**src/rtl/lock_sequence_controller_pkg.sv**
```systemverilog
// Shared definitions for the lock sequence controller.
// Contents: controller state enum, width helper functions and the default
// duration/attempt constants.
package lock_pkg;

  typedef enum logic [2:0] {
    LOCKED   = 3'd0,
    ENTRY    = 3'd1,
    ERROR    = 3'd2,
    LOCKOUT  = 3'd3,
    UNLOCKED = 3'd4,
    PROGRAM  = 3'd5
  } state_t;

  localparam int DEF_MAX_ATTEMPTS   = 3;
  localparam int DEF_ERROR_CYCLES   = 25_000_000;
  localparam int DEF_LOCKOUT_CYCLES = 250_000_000;
  localparam int DEF_ENTRY_TIMEOUT  = 500_000_000;

  // Bits needed to encode a button index.
  function automatic int digit_w(input int buttons);
    return (buttons > 1) ? $clog2(buttons) : 1;
  endfunction

  // Bits needed to hold any value in 0..max_val.
  function automatic int cnt_w(input int max_val);
    return (max_val > 1) ? $clog2(max_val + 1) : 1;
  endfunction

  function automatic int max3(input int a, input int b, input int c);
    int m;
    m = (a > b) ? a : b;
    return (m > c) ? m : c;
  endfunction

endpackage

```
**src/rtl/lock_sequence_controller_if.sv**
```systemverilog
// Signal bundle between the button/setCode source and the lock controller.
// Inputs to the controller: buttonEdge (one-cycle pulses), setCode (level).
// Outputs from the controller: status flags, digitCount and debug state.
//
// Handshake: buttonEdge is the only transfer and is valid-only. A value with
// exactly one bit set is a digit event and is consumed in the cycle it is
// presented; there is no ready, the controller always accepts an event or
// deliberately ignores it (multi-bit values, ERROR/LOCKOUT states).
interface lock_sequence_controller_if #(
  parameter int BUTTONS      = 4,
  parameter int CODE_LENGTH  = 4,
  parameter int MAX_ATTEMPTS = 3
);
  import lock_pkg::*;

  localparam int CNT_W  = cnt_w(CODE_LENGTH);
  localparam int FAIL_W = cnt_w(MAX_ATTEMPTS);

  logic [BUTTONS-1:0] buttonEdge;
  logic               setCode;
  logic               locked;
  logic               unlocked;
  logic               programming;
  logic               error;
  logic               lockout;
  logic [CNT_W-1:0]   digitCount;
  state_t             dbg_state;
  logic [FAIL_W-1:0]  dbg_fail_count;

  modport master (
    output buttonEdge, setCode,
    input  locked, unlocked, programming, error, lockout, digitCount,
           dbg_state, dbg_fail_count
  );

  modport slave (
    input  buttonEdge, setCode,
    output locked, unlocked, programming, error, lockout, digitCount,
           dbg_state, dbg_fail_count
  );

endinterface

```
**src/rtl/lock_sequence_controller_onehot_to_index.sv**
```systemverilog
// Combinational one-hot decoder.
// Ports: onehot (N bits in), index (W bits out, position of a set bit),
// valid (high only when exactly one bit of onehot is set).
module onehot_to_index #(
  parameter int N = 4,
  parameter int W = 2
) (
  input  logic [N-1:0] onehot,
  output logic [W-1:0] index,
  output logic         valid
);

  always_comb begin
    index = '0;
    for (int i = 0; i < N; i++) begin
      if (onehot[i]) index = W'(i);
    end
    valid = $onehot(onehot);
  end

endmodule

```
**src/rtl/lock_sequence_controller.sv**
```systemverilog
// Digit-sequence controller for the digital lock.
// Ports: clock, reset (synchronous, active low), bus (slave side of
// lock_sequence_controller_if: buttonEdge/setCode in, status flags,
// digitCount and debug state/fail count out).
// Collects button presses as digits, checks them against the stored code,
// limits retries with ERROR/LOCKOUT holds, abandons idle entries and lets the
// code be re-programmed while unlocked.
module lock_sequence_controller
  import lock_pkg::*;
#(
  parameter int BUTTONS      = 4,
  parameter int CODE_LENGTH  = 4,
  parameter logic [CODE_LENGTH*digit_w(BUTTONS)-1:0] DEFAULT_CODE = 8'hE4,
  parameter int MAX_ATTEMPTS   = DEF_MAX_ATTEMPTS,
  parameter int ERROR_CYCLES   = DEF_ERROR_CYCLES,
  parameter int LOCKOUT_CYCLES = DEF_LOCKOUT_CYCLES,
  parameter int ENTRY_TIMEOUT  = DEF_ENTRY_TIMEOUT
) (
  input logic                       clock,
  input logic                       reset,
  lock_sequence_controller_if.slave bus
);

  localparam int DIGIT_W = digit_w(BUTTONS);
  localparam int CODE_W  = CODE_LENGTH * DIGIT_W;
  localparam int CNT_W   = cnt_w(CODE_LENGTH);
  localparam int FAIL_W  = cnt_w(MAX_ATTEMPTS);
  localparam int TMR_W   = cnt_w(max3(ERROR_CYCLES, LOCKOUT_CYCLES, ENTRY_TIMEOUT));

  localparam logic [CNT_W-1:0]  LAST_CNT    = CNT_W'(CODE_LENGTH);
  localparam logic [FAIL_W-1:0] FAIL_MAX    = FAIL_W'(MAX_ATTEMPTS);
  localparam logic [TMR_W-1:0]  TMR_ERROR   = TMR_W'(ERROR_CYCLES - 1);
  localparam logic [TMR_W-1:0]  TMR_LOCKOUT = TMR_W'(LOCKOUT_CYCLES - 1);
  localparam logic [TMR_W-1:0]  TMR_ENTRY   = TMR_W'(ENTRY_TIMEOUT - 1);

  state_t              state_q, state_d;
  logic [CNT_W-1:0]    digit_cnt_q, digit_cnt_d;
  logic [FAIL_W-1:0]   fail_q, fail_d;
  logic                mismatch_q, mismatch_d;
  logic [TMR_W-1:0]    timer_q, timer_d;
  logic [CODE_W-1:0]   code_q, code_d;
  logic [CODE_W-1:0]   shadow_q, shadow_d;

  logic [DIGIT_W-1:0]  press_idx;
  logic                press_vld;
  logic [DIGIT_W-1:0]  stored_digit;
  logic [CNT_W-1:0]    cnt_inc;
  logic [FAIL_W-1:0]   fail_inc;
  logic                mis_new;

  onehot_to_index #(
    .N (BUTTONS),
    .W (DIGIT_W)
  ) u_press_dec (
    .onehot (bus.buttonEdge),
    .index  (press_idx),
    .valid  (press_vld)
  );

  assign stored_digit = code_q[int'(digit_cnt_q)*DIGIT_W +: DIGIT_W];
  assign cnt_inc      = digit_cnt_q + 1'b1;
  assign fail_inc     = fail_q + 1'b1;
  // The first digit arrives in LOCKED, so the sticky flag starts fresh there.
  assign mis_new      = ((state_q == ENTRY) && mismatch_q) || (press_idx != stored_digit);

  always_ff @(posedge clock) begin
    if (!reset) begin
      state_q     <= LOCKED;
      digit_cnt_q <= '0;
      fail_q      <= '0;
      mismatch_q  <= 1'b0;
      timer_q     <= '0;
      code_q      <= DEFAULT_CODE;
      shadow_q    <= '0;
    end else begin
      state_q     <= state_d;
      digit_cnt_q <= digit_cnt_d;
      fail_q      <= fail_d;
      mismatch_q  <= mismatch_d;
      timer_q     <= timer_d;
      code_q      <= code_d;
      shadow_q    <= shadow_d;
    end
  end

  always_comb begin
    state_d     = state_q;
    digit_cnt_d = digit_cnt_q;
    fail_d      = fail_q;
    mismatch_d  = mismatch_q;
    timer_d     = timer_q;
    code_d      = code_q;
    shadow_d    = shadow_q;

    unique case (state_q)
      LOCKED, ENTRY: begin
        if (press_vld) begin
          if (cnt_inc == LAST_CNT) begin
            // Last digit: evaluate including this digit's compare.
            digit_cnt_d = '0;
            mismatch_d  = 1'b0;
            if (!mis_new) begin
              state_d = UNLOCKED;
              fail_d  = '0;
            end else if (fail_inc == FAIL_MAX) begin
              state_d = LOCKOUT;
              fail_d  = fail_inc;
              timer_d = TMR_LOCKOUT;
            end else begin
              state_d = ERROR;
              fail_d  = fail_inc;
              timer_d = TMR_ERROR;
            end
          end else begin
            state_d     = ENTRY;
            digit_cnt_d = cnt_inc;
            mismatch_d  = mis_new;
            timer_d     = TMR_ENTRY;
          end
        end else if (state_q == ENTRY) begin
          if (timer_q == '0) begin
            state_d     = LOCKED;
            digit_cnt_d = '0;
            mismatch_d  = 1'b0;
          end else begin
            timer_d = timer_q - 1'b1;
          end
        end
      end
      ERROR: begin
        if (timer_q == '0) state_d = LOCKED;
        else               timer_d = timer_q - 1'b1;
      end
      LOCKOUT: begin
        if (timer_q == '0) begin
          state_d = LOCKED;
          fail_d  = '0;
        end else begin
          timer_d = timer_q - 1'b1;
        end
      end
      UNLOCKED: begin
        // setCode wins over a simultaneous press; that press is dropped.
        if (bus.setCode) begin
          state_d     = PROGRAM;
          digit_cnt_d = '0;
          timer_d     = TMR_ENTRY;
        end else if (press_vld) begin
          state_d = LOCKED;
        end
      end
      PROGRAM: begin
        if (!bus.setCode) begin
          state_d     = UNLOCKED;
          digit_cnt_d = '0;
        end else if (press_vld) begin
          shadow_d[int'(digit_cnt_q)*DIGIT_W +: DIGIT_W] = press_idx;
          if (cnt_inc == LAST_CNT) begin
            code_d      = shadow_d;
            state_d     = LOCKED;
            digit_cnt_d = '0;
          end else begin
            digit_cnt_d = cnt_inc;
            timer_d     = TMR_ENTRY;
          end
        end else if (timer_q == '0) begin
          state_d     = UNLOCKED;
          digit_cnt_d = '0;
        end else begin
          timer_d = timer_q - 1'b1;
        end
      end
      default: begin
        state_d     = LOCKED;
        digit_cnt_d = '0;
        mismatch_d  = 1'b0;
      end
    endcase
  end

  always_comb begin
    bus.locked         = (state_q == LOCKED) || (state_q == ENTRY) ||
                         (state_q == ERROR)  || (state_q == LOCKOUT);
    bus.unlocked       = (state_q == UNLOCKED);
    bus.programming    = (state_q == PROGRAM);
    bus.error          = (state_q == ERROR);
    bus.lockout        = (state_q == LOCKOUT);
    bus.digitCount     = digit_cnt_q;
    bus.dbg_state      = state_q;
    bus.dbg_fail_count = fail_q;
  end

endmodule

```
**src/flat_wrapper.sv**
```systemverilog
// flat-port wrapper written by rule: the top's interface ports become plain ports
module lock_sequence_controller_flat import lock_pkg::*;
#(
  parameter int BUTTONS      = 4,
  parameter int CODE_LENGTH  = 4,
  parameter logic [CODE_LENGTH*digit_w(BUTTONS)-1:0] DEFAULT_CODE = 8'hE4,
  parameter int MAX_ATTEMPTS   = DEF_MAX_ATTEMPTS,
  parameter int ERROR_CYCLES   = DEF_ERROR_CYCLES,
  parameter int LOCKOUT_CYCLES = DEF_LOCKOUT_CYCLES,
  parameter int ENTRY_TIMEOUT  = DEF_ENTRY_TIMEOUT
)
  (clock, reset, bus_buttonEdge, bus_setCode, bus_locked, bus_unlocked, bus_programming, bus_error, bus_lockout, bus_digitCount, bus_dbg_state, bus_dbg_fail_count);
  lock_sequence_controller_if #(.BUTTONS(BUTTONS), .CODE_LENGTH(CODE_LENGTH), .MAX_ATTEMPTS(MAX_ATTEMPTS)) bus_i ();
  input logic clock;
  input logic reset;
  input wire logic [$bits(bus_i.buttonEdge)-1:0] bus_buttonEdge;
  input wire logic [$bits(bus_i.setCode)-1:0] bus_setCode;
  output wire logic [$bits(bus_i.locked)-1:0] bus_locked;
  output wire logic [$bits(bus_i.unlocked)-1:0] bus_unlocked;
  output wire logic [$bits(bus_i.programming)-1:0] bus_programming;
  output wire logic [$bits(bus_i.error)-1:0] bus_error;
  output wire logic [$bits(bus_i.lockout)-1:0] bus_lockout;
  output wire logic [$bits(bus_i.digitCount)-1:0] bus_digitCount;
  output wire logic [$bits(bus_i.dbg_state)-1:0] bus_dbg_state;
  output wire logic [$bits(bus_i.dbg_fail_count)-1:0] bus_dbg_fail_count;
  assign bus_i.buttonEdge = bus_buttonEdge;
  assign bus_i.setCode = bus_setCode;
  assign bus_locked = bus_i.locked;
  assign bus_unlocked = bus_i.unlocked;
  assign bus_programming = bus_i.programming;
  assign bus_error = bus_i.error;
  assign bus_lockout = bus_i.lockout;
  assign bus_digitCount = bus_i.digitCount;
  assign bus_dbg_state = bus_i.dbg_state;
  assign bus_dbg_fail_count = bus_i.dbg_fail_count;
  lock_sequence_controller #(.BUTTONS(BUTTONS), .CODE_LENGTH(CODE_LENGTH), .DEFAULT_CODE(DEFAULT_CODE), .MAX_ATTEMPTS(MAX_ATTEMPTS), .ERROR_CYCLES(ERROR_CYCLES), .LOCKOUT_CYCLES(LOCKOUT_CYCLES), .ENTRY_TIMEOUT(ENTRY_TIMEOUT)) u_core (.clock(clock), .reset(reset), .bus(bus_i));
endmodule
```
**config.mk**
```make
export PLATFORM = sky130hd
export DESIGN_NAME = lock_sequence_controller_flat
export DESIGN_NICKNAME = d
export VERILOG_FILES = /design/src/rtl/lock_sequence_controller_pkg.sv /design/src/rtl/lock_sequence_controller_if.sv /design/src/rtl/lock_sequence_controller_onehot_to_index.sv /design/src/rtl/lock_sequence_controller.sv /design/src/flat_wrapper.sv
export SDC_FILE = /design/constraint.sdc
export NUM_CORES = 1
export LEC_CHECK = 0
export CAP_MARGIN = 15
export CORE_ASPECT_RATIO = 1.75
export CORE_UTILIZATION = 52
export CTS_BUF_LIST = sky130_fd_sc_hd__clkbuf_16
export DETAILED_ROUTE_END_ITERATION = 8
export GPL_TIMING_DRIVEN = 0
export MAX_ROUTING_LAYER = met4
export PLACE_DENSITY = 0.81
export SYNTH_ARGS = -nofsm -noshare
export SYNTH_HDL_FRONTEND = slang
export SYNTH_SLANG_ARGS = --single-unit
```
**constraint.sdc**
```tcl
create_clock -name clock -period 4.55 [get_ports clock]
set_input_delay 1.365 -clock clock [delete_from_list [all_inputs] [get_ports clock]]
set_output_delay 1.365 -clock clock [all_outputs]
set_load 0.01 [all_outputs]
```
# After elaboration in Yosys (flattened, before gate mapping)
# Index checks and enable logic that the tools add are counted.
dict set report word_totals {
  regBits 54
  out_inout_bits 13
  word_cells 105
}
dict set report classes {
  n_addsub 7
  eq_ne 21
  shifts 3
  mux 46
  bitwise_logic 2
  reduce_logical 19
}
# operator n
set op_table {}
lappend op_table {{29-bit two-way mux} 9}
lappend op_table {{29-bit one-hot mux with 4 select lines} 1}
lappend op_table {{3-bit two-way mux} 18}
lappend op_table {{4-bit negation with 33-bit output} 1}
lappend op_table {{2-bit by 33-bit variable shift with 8-bit output, first input constant} 1}
lappend op_table {{2-bit by 33-bit indexed part select with 8-bit output} 1}
lappend op_table {{29-bit logical NOT} 1}
lappend op_table {{29-bit by 1-bit subtractor with 29-bit output, second input constant} 1}
lappend op_table {{28-bit two-way mux} 1}
lappend op_table {{3-bit one-hot mux with 4 select lines} 2}
lappend op_table {{2-bit two-way mux} 6}
lappend op_table {{4-bit AND reduction} 3}
lappend op_table {{3-bit equality test, second input constant} 3}
lappend op_table {{3-bit AND reduction} 3}
lappend op_table {{8-bit bitwise mux} 1}
lappend op_table {{4-bit inequality test, second input constant} 2}
lappend op_table {{8-bit by 5-bit indexed part select with 2-bit output} 1}
lappend op_table {{3-bit by 1-bit equality test with 1-bit output, second input constant} 2}
lappend op_table {{3-bit by 2-bit equality test with 1-bit output, second input constant} 2}
lappend op_table {{1-bit two-way mux} 6}
lappend op_table {{2-bit by 1-bit inequality test with 1-bit output, second input constant} 3}
lappend op_table {{3-bit by 1-bit inequality test with 1-bit output, second input constant} 2}
lappend op_table {{6-bit AND reduction} 1}
lappend op_table {{1-bit by 1-bit adder with 2-bit output} 2}
lappend op_table {{other kinds (19)} 25}

# Depth between registers and ports, before layout
# Gate-level depths: netlist of run 1.
dict set report logic_depth {
  word_depth 9
  depth_mapped 12
  mapped_depth_nobuf 10
}

# Cells and area by module
# A second synthesis of run 1 with hierarchy kept.
dict set report unflattened {
  cells_unflattened 481
  area_unflattened_um2 3679.8
}
# module n_inst cells_per_inst area_per_inst_um2
set by_module_without_submodules {}
lappend by_module_without_submodules {lock_sequence_controller 1 470 3597.2}
lappend by_module_without_submodules {onehot_to_index 1 11 82.6}

# Worst setup path before layout of run 1
# No wires, ideal clock.
dict set report synth_timing {
  path_type {input to register}
  from {input bus_buttonEdge[0]}
  to {register u_core.timer_q[18]}
  setup_time_ns 0.130
  arrival_time_ns 4.012
  slack_ns 0.407
  stages 12
  n_path_buf 2
  path_cell_list {ha_1 -> fa_1 -> ha_1 -> nor3b_1 -> nor2_1 -> a21o_1 -> or3_1 -> a21o_1 -> buf_4 -> clkbuf_1 -> o211ai_1 -> o31ai_1}
}
dict set report synth_via {
  elab_chain_len 6
  word_cells_on_any_way 11
  classes_between {2 x add/sub; 4 x eq/ne; 4 x mux; 1 x reduce/logical}
}
# item line_no
set synth_lines {}
lappend synth_lines {{start: declaration} flat_wrapper.sv:16} ;# input wire logic [$bits(bus_i.buttonEdge)-1:0] bus_buttonEdge;
lappend synth_lines {{1-bit by 1-bit adder with 2-bit output (implied by the code) (*)} lock_sequence_controller_onehot_to_index.sv:18} ;# valid = $onehot(onehot);
lappend synth_lines {{3-bit by 2-bit adder with 3-bit output (implied by the code) (*)} lock_sequence_controller_onehot_to_index.sv:18}
lappend synth_lines {{3-bit by 1-bit equality test with 1-bit output (*)} lock_sequence_controller_onehot_to_index.sv:18}
lappend synth_lines {{29-bit two-way mux} lock_sequence_controller.sv:156} ;# end else if (press_vld) begin
lappend synth_lines {{29-bit two-way mux} lock_sequence_controller.sv:153} ;# if (!bus.setCode) begin
lappend synth_lines {{29-bit one-hot mux with 4 select lines} lock_sequence_controller.sv:95} ;# unique case (state_q)
lappend synth_lines {{end signal: assignment} lock_sequence_controller.sv:80} ;# timer_q <= timer_d;
lappend synth_lines {{end: declaration} lock_sequence_controller.sv:40} ;# logic [TMR_W-1:0] timer_q, timer_d;
# Mark *: on every way between the ends. The rest lies on a longest branch, timed or not. The select of a mux whose other input is x is not followed.
# A chain may end at the register's enable or synchronous reset.

# Worst setup path in the final report of run 1
dict set report layout_timing {
  from {input bus_buttonEdge[0]}
  to {register u_core.timer_q[20]}
}
# Same word-level chain as after synthesis.

==> results summary, run 1 <==
The run finished with clean final reports. The average footprint of a synthesized cell is 7.377 µm². The number of placed I/O pins came out at 20.

The path type of the worst setup path is primary input to flip-flop. STA classifies the critical path startpoint as a primary input. The post-synthesis mux area share came out at 0.03932. Tracing the worst setup path back leads to its startpoint at bus_buttonEdge[0]. No sink is reached through more buffers than the 2 on the longest clock path. The number of diodes added for antenna fixing came out at 0. The die extent in y came out at 114.4 µm. The final standard cell count with taps included and fillers excluded is 618. In this run the worst hold path is classified as flip-flop to flip-flop. The worst path buffer plus inverter count came out at 3. In the final routed layout, each cell accounts on average for 20.27 µm. In the final layout, the share of cells above drive strength 1 is 0.08240. The global routing usage summed across all routing layers came out at 0.3641. The synthesized flop and latch total is 54. The die outline area is 7578 µm². The share of async-settable or async-resettable flops after synthesis is 0. The data arrival time of the worst path is 4610 ps. The total cell area at the placement stage is 4040 µm².

The clock input transition at the sequential cells of the worst setup and hold paths is 70 ps. The detailed router finished its first iteration with 527 violations. Setup repair after global routing left no endpoint under its margin. The cell family contributing the most delay on the critical path is adder cells. The total of endpoints with negative setup slack in the final report came out at 0. The area added between synthesis and finish is 12.80%. The reported leakage power came out at 1.577 nW. The initial antenna violation count came to 0. The cell sitting at the root of the clock tree is a sky130_fd_sc_hd__clkbuf_16. For this run, the share of the core covered by cells in the final layout is 0.6132. The library cell used most frequently in the layout, excluding fill and tap cells, is sky130_fd_sc_hd__nor2_1.

The max-slew violation count came out at 0. On the final layout, the worst clock skew is 8.604 ps. The number of detailed-routing iterations run before antenna repair is 5. The transition time of the tightest slew-check pin came out at 844.0 ps.

The worst endpoint required time came out at 4770 ps. The share of the clock period used by the worst path came out at 0.9661. After layout, the design draws a total of 2.462 mW. The number of warnings reported in the yosys synthesis log came out at 0. The number of enable-type register cells in the synthesized netlist is 0. For this run, the leading register cell type out of synthesis is sky130_fd_sc_hd__dfxtp_1. The via count of the first global-routing pass came to 4227. The total setup buffers inserted after CTS came out at 0. The detail-routed via count per cell is 6.866. The routed layout has 4243 vias. The final antenna-violating net count is 0. The maximum fanout count along the critical path is 10. Buffers inserted during clock tree synthesis total 5. OpenSTA, run right after detailed placement, puts the worst setup slack at -839.5 ps. With fillers left out, the area of the finished cells amounts to 4235 µm². The floorplan core area is 6907 µm². The area share of xor/xnor cells in the synthesized design is 0.002333.

After synthesis, the largest family of logic cells by area is simple AND/OR/NAND/NOR gates. At the end of the flow, the number of nets in the layout was 553. Power spread over the standard cell area amounts to 581.2 nW/µm². TritonCTS built the clock tree. The startpoint identified for the worst hold timing path is u_core.shadow_q[1]$_SDFFE_PN0P_. The number of distinct standard cells referenced by the synthesized netlist is 69.

Synthesis produced a netlist with a net count of 529. The worst-case setup margin in the final layout is 154.1 ps. The die span in x came out at 66.24 µm. The final critical delay including setup and external delays came out at 4396 ps. In the layout the commonest cells are sky130_fd_sc_hd__nor2_1, sky130_fd_sc_hd__dfxtp_1, sky130_fd_sc_hd__o21ai_0, sky130_fd_sc_hd__a21oi_1, sky130_fd_sc_hd__nand2_1. At the end of routability-driven placement, the weighted congestion stood at 1.003.

The compound-cell area share of the yosys netlist came to 0.2516. The post-detailed-routing wire length came out at 12530 µm. In this run, placement finished with an instance count of 611. The number of instances in the synthesized netlist is 509. The tree built by TritonCTS fans out to 54 sinks.

The deepest level of the CTS H-tree is 2. On the critical path, the stage with the largest delay is an instance of sky130_fd_sc_hd__clkdlybuf4s50_1. The worst hold slack after final layout is 498.8 ps. The total standard cell area after synthesis is 3755 µm².

The worst ir drop on vdd is 0.0002624 V. The share of the Yosys chip area taken by registers is 0.2879. STA classifies the critical path endpoint as a flip-flop.

The remaining max-slew budget at the tightest pin is 0.4373. The pin count of the biggest net entering global routing is 17. The number of hold violations in the final report is 0. The filler cells instantiated in the layout total 666.

The startpoint of the lowest-slack register-to-register path is u_core.bus.digitCount[1]$_SDFFE_PN0P_. The detailed placement HPWL is 9296 µm. The largest single stage delay on the critical path is 420 ps.

The signal on the critical path passes through clkdlybuf4s50_1 > ha_1 > fa_1 > ha_4 > nor3b_4 > nor2_1 > a21o_1 > or3_4 > a21oi_1 > buf_4 > buf_4 > nand2_1 > a21oi_1. The fmax came out at 0.2275 GHz. The total DRC errors in the routed layout came out at 0. The starting density of the core is 0.5437.

The adder-cell share of the synthesized area is 0.04532. The insertion delay of the later-clocked pin in the worst-skew pair came out at 310 ps. The reported max-cap violation count came out at 0. The leftover overflow at the end of global routing is 0. The first global-routing pass estimated 20190 µm of wire.

The number of buffers inserted by port buffering came out at 18. The fraction of the mapped netlist area in simple logic gates came out at 0.3199. The aggregate negative setup slack is 0 ps. The row count came out at 40.
worst min-delay path, stage by stage (launching register included):
cell,delay [ps]
sky130_fd_sc_hd__dfxtp_1,330
sky130_fd_sc_hd__a21oi_1,60
sky130_fd_sc_hd__nor2_1,70
power by group:
part           internal, mW  leakage, nW  switching (mW)
Sequential            0.556        0.438           0.108
Clock                 0.202       0.0689           0.185
Combinational         0.543         1.07           0.867
Total                  1.30         1.58            1.16
layout make-up:
type	count	area, µm²	share of cell area
plain buffers	31	150.1	0.03545
multi-input cells	406	2511	0.5929
well taps	84	105.1	0.02482
clock inverters	3	16.27	0.003840
inverters	17	63.81	0.01507
repair buffers	18	182.7	0.04313
flip-flops and latches	54	1081	0.2552
clock buffers	5	125.1	0.02954
final timing paths:
| check | end | cells after the start | slack, ps |
|---|---|---|---|
| max reg2reg | u_core.timer_q[5]$_SDFFE_PN0P_ | 9 | 1180 |
| min | u_core.shadow_q[1]$_SDFFE_PN0P_ | 2 | 500 |
| min reg2reg | u_core.shadow_q[1]$_SDFFE_PN0P_ | 2 | 500 |
| max | u_core.timer_q[20]$_SDFFE_PN0P_ | 13 | 150 |
cells in the mapped netlist (all sizes together), types with 2 or more instances:
cell,n,area share
or4,6,0.013
o221ai,2,0.0047
buf,7,0.012
nor2b,4,0.0067
a21o,4,0.0080
ha,12,0.040
nor4b,3,0.0087
nand3,26,0.035
a211oi,7,0.015
o211ai,7,0.014
a31oi,8,0.013
and3,6,0.010
a21oi,39,0.052
and2,3,0.0050
mux4,2,0.012
nor3,29,0.040
nand4,10,0.017
clkbuf,25,0.025
inv,17,0.017
mux2,2,0.0060
nand3b,4,0.0080
o31ai,6,0.012
o311ai,7,0.021
nand2b,7,0.012
o21ai,42,0.057
dfxtp,54,0.29
or3,10,0.019
o2111ai,2,0.0047
a211o,2,0.0047
nor4,8,0.013
o31a,2,0.0047
or2,3,0.0050
mux2i,8,0.021
nor3b,3,0.0060
o221a,2,0.0060
nand2,33,0.033
a21boi,2,0.0040
o32ai,2,0.0047
a22oi,3,0.0060
nor2,75,0.075
or3b,2,0.0053
state kept, by name (all words and copies together), names as in the netlist:
signal	count
u_core.bus.dbg_fail_count	2
u_core.bus.dbg_state	3
u_core.bus.digitCount	3
u_core.code_q	8
u_core.mismatch_q	1
u_core.shadow_q	8
u_core.timer_q	29
metal layers:
layer	vias up	global-route usage	wire length, µm
li1	1940	-	-
met1	1959	0.3488	4251
met2	260	0.6109	6375
met3	84	0.05578	780
met4	0	0.3234	1120
met5	-	-	0
cells by family after synthesis:
family	after synthesis
multiplexers	12
AO/OA/AOI/OAI	145
XOR/XNOR	1
buffers and inverters	49
flip-flops	54
AND/OR/NAND/NOR	235
adder cells (fa/ha/maj)	13
timing repair:
action                                  CTS  global route
endpoints found under the setup margin   27            29
pin swaps                                 0             1
endpoints found under the hold margin     0             0
hold buffers                              0             0
gates resized for setup                  11            10
Note: power is estimated with default switching activity, not from simulation.
==> run 2: changes to the inputs <==
PLACE_DENSITY = 0.83   (was 0.81)
clock period = 3.9 ns   (was 4.55 ns; I/O delays follow)
==> results summary, run 2 (same netlist as run 1, synthesis figures left out) <==
The run finished with clean final reports. The max-slew violation count is 0. The die extent in y came out at 114.4 µm. Data on the critical path is required at its endpoint by 4110 ps. The insertion delay of the later-clocked pin in the worst-skew pair came out at 300 ps. The register with the most flip-flops in the layout has 29 of them. The total via count after detailed routing came out at 4243. The detailed-routed wire length on met2 is 6908 µm. The total of endpoints with negative setup slack in the final report came out at 0. The maximum fanout count along the critical path came out at 10.

The ratio of cells with drive above 1 in the final layout came out at 0.09738. During placement, the flow inserted port buffers numbering 18. The register with the most flip-flops is u_core.timer_q. The final antenna-violating net count came out at 0. Summed over all layers, the global routing overflow is 0. In the finished design, the share of the clock period the worst path needs comes to 0.9666. The global routing usage summed across all routing layers came out at 0.3758. The path class of the tightest hold or removal check is flip-flop to flip-flop. The die outline area came out at 7578 µm². The most common cell after layout, fill and taps aside is sky130_fd_sc_hd__nor2_1.

The post-route clock skew came out at 9.069 ps. The first global-routing pass estimated 20520 µm of wire. The TritonCTS sink count is 54. The destination of the worst hold path is u_core.code_q[5]$_SDFFE_PN1P_. The total cell area at the placement stage is 4045 µm². Summed over all cells, the static leakage comes to 1.622 nW. The violation count after the first detailed-routing iteration is 366. The final total power came out at 2.914 mW. The deepest level of the CTS H-tree is 2. The average wire length per cell after detail routing came out at 21.27 µm. The number of cells on the worst hold path is 2. The reported max-cap violation count came out at 0. The final critical delay including setup and external delays came out at 3770 ps. The initial utilization of the core area, before any placement, comes to 0.5437.

In this run the critical register-to-register path is captured at u_core.timer_q[18]$_SDFFE_PN0P_. The pin count of the biggest net entering global routing is 15. The number of diodes added for antenna fixing is 0.

The total DRC errors in the routed layout is 0. The placer congestion estimate came out at 1.001. Setup repair after global routing left no endpoint under its margin.

The detailed placement HPWL is 9565 µm. The final design utilization came out at 0.6237. The worst ir drop on vdd came out at 0.0003726 V. The via count of the first global-routing pass is 4160. The kind of launch point of the worst setup path is a primary input. The worst register-to-register path begins at u_core.bus.digitCount[1]$_SDFFE_PN0P_. The source of the worst hold timing path is u_core.code_q[5]$_SDFFE_PN1P_. The detailed router put a total of 4413 µm of wire on met1.

The total length of routed met3 wires is 724 µm. In this run the core area contains 40 standard-cell rows. The remaining max-slew budget at the tightest pin is 0.3550.

The TritonCTS clock tree is built. After detailed routing, no signal wire sits above met4. The number of clock buffers added by TritonCTS is 5. The post-route standard cell area excluding fillers is 4308 µm². The first detailed-routing pass took 5 iterations. The number of placed I/O pins came out at 20.

The cell at the root of the clock tree is sky130_fd_sc_hd__clkbuf_16. The initial antenna violation count was 0. The power per cell area came out at 676.4 nW/µm². The maximum clock insertion buffer count came out at 2. The number of hold violations in the final report came out at 0. The worst setup path is of the primary input to flip-flop kind.

Measured along the x axis, the die boundary spans 66.24 µm. The top cell types in the final layout, fill and taps aside, are sky130_fd_sc_hd__nor2_1, sky130_fd_sc_hd__dfxtp_1, sky130_fd_sc_hd__o21ai_0, sky130_fd_sc_hd__a21oi_1, sky130_fd_sc_hd__nand2_1. The post-detailed-routing wire length is 13140 µm.

After the last flow step, the layout net total stands at 554. The area added between synthesis and finish came out at 14.73%. At the pin with the least slew margin, the transition time is 954.0 ps.

The worst setup path is captured at a flip-flop. Using the TritonRoute via totals, the vias-per-cell ratio works out to 6.866. The clock input transition at the sequential cells of the worst setup and hold paths is 70 ps.

The data arrival time of the worst path came out at 3980 ps. The worst reg2reg path depth came out at 10. The fmax came out at 0.2653 GHz. The floorplan core area is 6907 µm². The worst-case register-to-register setup slack is 580 ps.

In the final layout, the registers with the most flip-flops are u_core.timer_q x29, u_core.code_q x8, u_core.shadow_q x8.
[run 2: repair_timing]
| item | in CTS | in global routing |
|---|---|---|
| hold buffers | 0 | 0 |
| setup buffers | 1 | 1 |
| endpoints found under the setup margin | 35 | 31 |
| gates resized for setup | 29 | 5 |
| pin swaps | 3 | 2 |
| gates cloned | 0 | 0 |
[run 2: routing by layer]
| metal | vias up | global-route usage |
|---|---|---|
| met5 | - | - |
| met4 | 0 | 0.3106 |
| met3 | 87 | 0.04781 |
| met2 | 244 | 0.6469 |
| met1 | 1967 | 0.3614 |
| li1 | 1945 | - |
[run 2: layout make-up]
type | instances | area (µm²)
fill | 610 | 2599
multi-input combinational | 406 | 2555
sequential | 54 | 1081
timing repair buffer | 20 | 193.9
buffer | 30 | 176.4
clock buffer | 5 | 125.1
tap | 84 | 105.1
inverter | 17 | 63.81
clock inverter | 2 | 7.507
[run 2: critical path, cell delays in order]
cell,delay (ps)
sky130_fd_sc_hd__dlygate4sd2_1,270
sky130_fd_sc_hd__ha_4,220
sky130_fd_sc_hd__fa_2,350
sky130_fd_sc_hd__ha_4,250
sky130_fd_sc_hd__or3b_2,570
sky130_fd_sc_hd__a2bb2oi_2,200
sky130_fd_sc_hd__o21ai_0,170
sky130_fd_sc_hd__clkbuf_2,250
sky130_fd_sc_hd__nand3_1,110
sky130_fd_sc_hd__o311ai_0,150
sky130_fd_sc_hd__a221oi_1,260
[run 2: how the worst max path moves through the flow]
stage | slack (ps) | startpoint | to
6_report | 130 | bus_buttonEdge[0] | u_core.timer_q[0]$_SDFFE_PN0P_
5_1_grt | 2 | bus_buttonEdge[0] | u_core.timer_q[0]$_SDFFE_PN0P_
4_1_cts | 20 | bus_buttonEdge[2] | u_core.timer_q[18]$_SDFFE_PN0P_
3_5_place_dp | -1120 | bus_buttonEdge[1] | u_core.timer_q[5]$_SDFFE_PN0P_
3_3_place_gp | -970 | bus_buttonEdge[1] | u_core.timer_q[5]$_SDFFE_PN0P_
2_1_floorplan | 30 | bus_buttonEdge[0] | u_core.timer_q[18]$_SDFFE_PN0P_
[run 2: report_power, final]
part           switching [mW]  total [mW]  internal [mW]
logic                    1.05        1.71          0.655
clock network           0.206       0.437          0.231
registers               0.122       0.770          0.649
total                    1.38        2.91           1.53
[run 2: through the flow]
stage          TNS, ps  worst slack [ps]  hold slack [ps]  std cells
6_report             0             130.3            484.5        618
5_1_grt              0             2.026            518.8        618
4_1_cts              0             16.59            486.6        617
3_5_place_dp    -31070             -1118            469.5        611
3_3_place_gp    -26600            -971.9            462.7        611
2_1_floorplan        0             30.37            447.6        509
